## src/rtl/program_counter_pkg.sv

```systemverilog
// Shared PC constants for the fetch unit, the branch unit and the top level.
package program_counter_pkg;

    localparam int                   PC_WIDTH     = 32;
    localparam logic [PC_WIDTH-1:0]  RESET_VECTOR = 32'h0000_0000;

    typedef logic [PC_WIDTH-1:0] pc_t;

endpackage

```

## src/rtl/program_counter.sv

```systemverilog
// Architectural PC register: captures the upstream next-PC every rising edge and
// drops to the reset vector asynchronously while resetb is low.
module program_counter #(
    parameter int               WIDTH        = program_counter_pkg::PC_WIDTH,
    parameter logic [WIDTH-1:0] RESET_VECTOR = program_counter_pkg::RESET_VECTOR,
    parameter int               ALIGN_LSBS   = 0
) (
    output logic [WIDTH-1:0] out,
    input  logic [WIDTH-1:0] in,
    input  logic             clk,
    input  logic             resetb
);

    // Clears the low ALIGN_LSBS bits; a shift by zero leaves the mask all ones.
    function automatic logic [WIDTH-1:0] align(input logic [WIDTH-1:0] value);
        return value & ({WIDTH{1'b1}} << ALIGN_LSBS);
    endfunction

    // NOTE: state is updated with <= so every reader sees the pre-edge value.
    always_ff @(posedge clk or negedge resetb) begin
        if (!resetb) begin
            out <= RESET_VECTOR;
        end else begin
            out <= align(in);
        end
    end

endmodule

```

## config.mk

```make
export PLATFORM = sky130hd
export DESIGN_NAME = program_counter
export DESIGN_NICKNAME = d
export VERILOG_FILES = /design/src/rtl/program_counter_pkg.sv /design/src/rtl/program_counter.sv
export SDC_FILE = /design/constraint.sdc
export NUM_CORES = 1
export LEC_CHECK = 0
export BUFFER_PORTS_ARGS = -buffer_cell sky130_fd_sc_hd__buf_2
export CORE_AREA = 2 2 54 56
export DETAILED_ROUTE_END_ITERATION = 6
export DIE_AREA = 0 0 56 58
export PLACE_DENSITY = 0.76
export SLEW_MARGIN = 15
export SYNTH_ARGS = -nofsm -noshare
export SYNTH_HDL_FRONTEND = slang
export SYNTH_SLANG_ARGS = --single-unit
```

## constraint.sdc

```tcl
create_clock -name clk -period 0.8 [get_ports clk]
set_input_delay 0.12 -clock clk [delete_from_list [all_inputs] [get_ports clk]]
set_output_delay 0.12 -clock clk [all_outputs]
set_load 0.1 [all_outputs]
```

# [Word-level counts from Yosys, hierarchy flattened]
# Index checks and enable logic that the tools add are counted.
# Widths: inputs -> output; s select.
[word_totals] regBits=32 out_inout_bits=32 elab_cells=1

# [Logic depth before layout (Yosys ltp)]
[logic_depth] depth_word=0 depth_mapped=0 ltp_nobuf=0

# [Worst setup path after synthesis]
# Ideal clock, no wire load.
[synth_path] path_type="reg-to-output" from="register out[0]" to="output port out[0]" path_stages_with_launch=1 required_ps=680 setup_slack_ps=-203 t_arrival_ps=883 cell_sequence="dfrtp_1"
[synth_lines] item="start: declaration" line="program_counter.sv:8" rtl="output logic [WIDTH-1:0] out,"
[synth_lines] item="start signal: assignment" line="program_counter.sv:24" rtl="out <= align(in);"
# No word-level cell between the ends.

# [Worst setup path in the final report]
[layout_path] from="register out[5]" to="output port out[5]"
# No word-level cell between the ends.

==> parameters.txt <==
Parameter                              Value

Clock network
  Clock Pin Slew Worst Setup and Hold Paths    0.10 ns
  Number of H-tree branching levels    2
  Root Buffer Master    clkbuf_4
  CTS tree    yes
  Setup bufs post-CTS    0
  Bufs on Longest Clock Path    2
  Sink count of the clock tree    32
  Total clock buffers created by CTS    5
  Post-cts sizing count    0

Die
  Die area    3250 sq um
  Horizontal die dimension    56 um
  Core outline area    2660 sq um
  Row cnt    19
  Number of top-level pins    66
  Die span in y    58 um
  Starting density of the core    30.1%

Synthesis
  Post-synthesis area per instance    25.0 sq um
  Synth area leader    dfrtp_1
  Most numerous cell in the Yosys netlist    dfrtp_1
  Cell variety after synth    1
  Share of async-settable or async-resettable flops after synthesis    100%
  List of most frequent post-synthesis cells    dfrtp_1
  Post-Syn Area    801 sq um
  Post-synthesis sequential area ratio    100%
  Number of synthesized register bits    32
  Count of flip-flops with a built-in enable after synthesis    0
  Yosys warning count    0
  Top area cells in the synthesized netlist    dfrtp_1
  Synth Net Count    66
  Synthesized instance count    32
  Post-synth top flop    dfrtp_1
  Share of the synthesized area in the top cell type    100%

Setup path
  Cell with the largest stage delay on the worst path    dfrtp_2
  Startpoint kind of the worst setup timing path    flop
  CP Buf/Inv Count    1
  Arrival time worst endpoint    0.93 ns
  Crit end category    primary output
  Start-to-end type of the worst setup path    reg -> out
  Critical path fanouts, max    1
  Data required time of the worst path    0.68 ns
  Cell family with most CP delay    flip-flops
  Slowest cell delay on critical path    0.44 ns
  Cell Chain, Critical Path    buf_12

Flow run
  # Max-Cap Violations    0

Routing
  Final routed wirelength across all metal layers    2.99 mm
  Avg Vias per Cell    3.97
  Post-detailed-route wirelength per cell    17.7 um
  Drt initial violations    13
  Via total after detailed routing    671
  Count of TritonRoute iterations in the first routing pass    4
  Remaining design rule violation count    0
  Post-route ant nets    0

Timing
  Portion of the clock cycle consumed by the worst path in the final layout    131%
  Smallest setup slack after layout    -0.248 ns
  Upper clock frequency limit    0.954 GHz
  Setup repair after global routing missed its margin    true
  Tightest Pin Transition    0.266 ns
  Worst-case hold slack    0.221 ns
  Final period demand of the worst path    1.05 ns
  Hold Violations, Final    0
  Total of endpoints with negative setup slack in the final report    32
  Relative max-transition margin    82.2%
  Total count of max-transition violations in the final report    0

Pwr
  Net switching power of the design    1330 uW
  Sequential group share of total power    46.5%
  Power per Cell Area    1850 nW/um^2
  Total power of the final layout    3850 uW
  Switching part of the total power    34.4%
  Maximum resistive drop on vdd    1.90 mV
  Leakage power figure    0.000947 uW
  Relative contribution of the clock network to total power    21.4%
  Int Pwr    2530 uW
  Comb pwr share    32.2%

GRT
  Via count of the first global-routing pass    794
  Aggregate global routing overflow    0
  Number of antenna violations at the first check in global routing    0
  Aggregate global-route resource usage    20.7%
  Wire length of the first global-routing pass    4.61 mm
  Pin count of the biggest net entering global routing    24

Layout
  Area taken by multi-input logic gates    0 sq um
  Flip-flop count of the largest register after layout    32
  Leading registers by flop count    out x32
  Multi-input logic cell count    0
  Fraction of final layout cells with drive strength greater than 1    75.4%
  Antenna Cells    0
  Top register by number of flip-flops    out
  Net count reported at finish    172
  Area added between synthesis and finish    160%

Outcome
  Violated checks    setup timing
  Result of the run    finished, violations left

Place
  Number of input and output port buffers inserted    65
  Final weighted congestion of routability-driven global placement    0.705
  Post-placement worst setup slack    0.0995 ns

Hold path
  Class of the worst hold path    in -> async
cell usage in the layout, fill, tap and decap left out, drive strengths merged:
master       instances
dfrtp               32
clkbuf               6
buf                 66
dlygate4sd3         33
clkinv               1
cell families (layout without fill, tap and decap cells):
group | after synthesis | count (layout) | share of synthesized area [%]
buf+inv | 0 | 106 | 0
flops | 32 | 32 | 100
area by class of cell:
| class | count | area, sq um |
|---|---|---|
| clock buffer | 6 | 41.3 |
| clock inverter | 1 | 5.00 |
| fill | 123 | 581 |
| sequential | 32 | 841 |
| tap | 31 | 38.8 |
| timing repair buffer | 99 | 1160 |
routing by layer:
layer	routed length [um]	vias up	share of wire (%)	track usage (%)
li1	-	308	-	-
met1	1060	327	36	21.6
met2	1730	32	58	37.6
met3	134	4	4.5	5.80
met4	66	0	2.2	11.2
met5	0	-	0	0
through the flow:
stage                     instances  TNS (ns)  util (%)  area [sq um]
after floorplan                  32         0         -           841
after global placement          129         0      64.1          1710
after detailed placement        129         0      64.1          1710
after CTS                       169     -7.87      78.2          2080
after global routing            169     -8.84      78.2          2080
final                           169     -7.34      78.2          2080
final timing paths:
check | from | end | slack (ns) | cells past startpoint
max | out[5]$_DFF_PN0_ | out[5] | -0.25 | 1
min | resetb | out[17]$_DFF_PN0_ | 0.22 | 2
max in group asynchronous | resetb | out[16]$_DFF_PN0_ | 0.16 | 3
min in group clk | in[18] | out[18]$_DFF_PN0_ | 0.44 | 2
power groups by stage:
stage / logic (uW) / clock network (uW) / registers (uW)
3_3_place_gp: 1090 / 0 / 1810
5_1_grt: 1270 / 950 / 1800
2_1_floorplan: 0 / 0 / 2390
3_5_place_dp: 1110 / 0 / 1820
4_1_cts: 1240 / 849 / 1790
6_report: 1240 / 823 / 1790
repair_timing:
| item | in CTS | in global routing |
|---|---|---|
| endpoints found under the hold margin | 64 | 0 |
| hold buffers | 33 | 0 |
| endpoints found under the setup margin | 32 | 32 |
(Power assumes the default switching activity.)
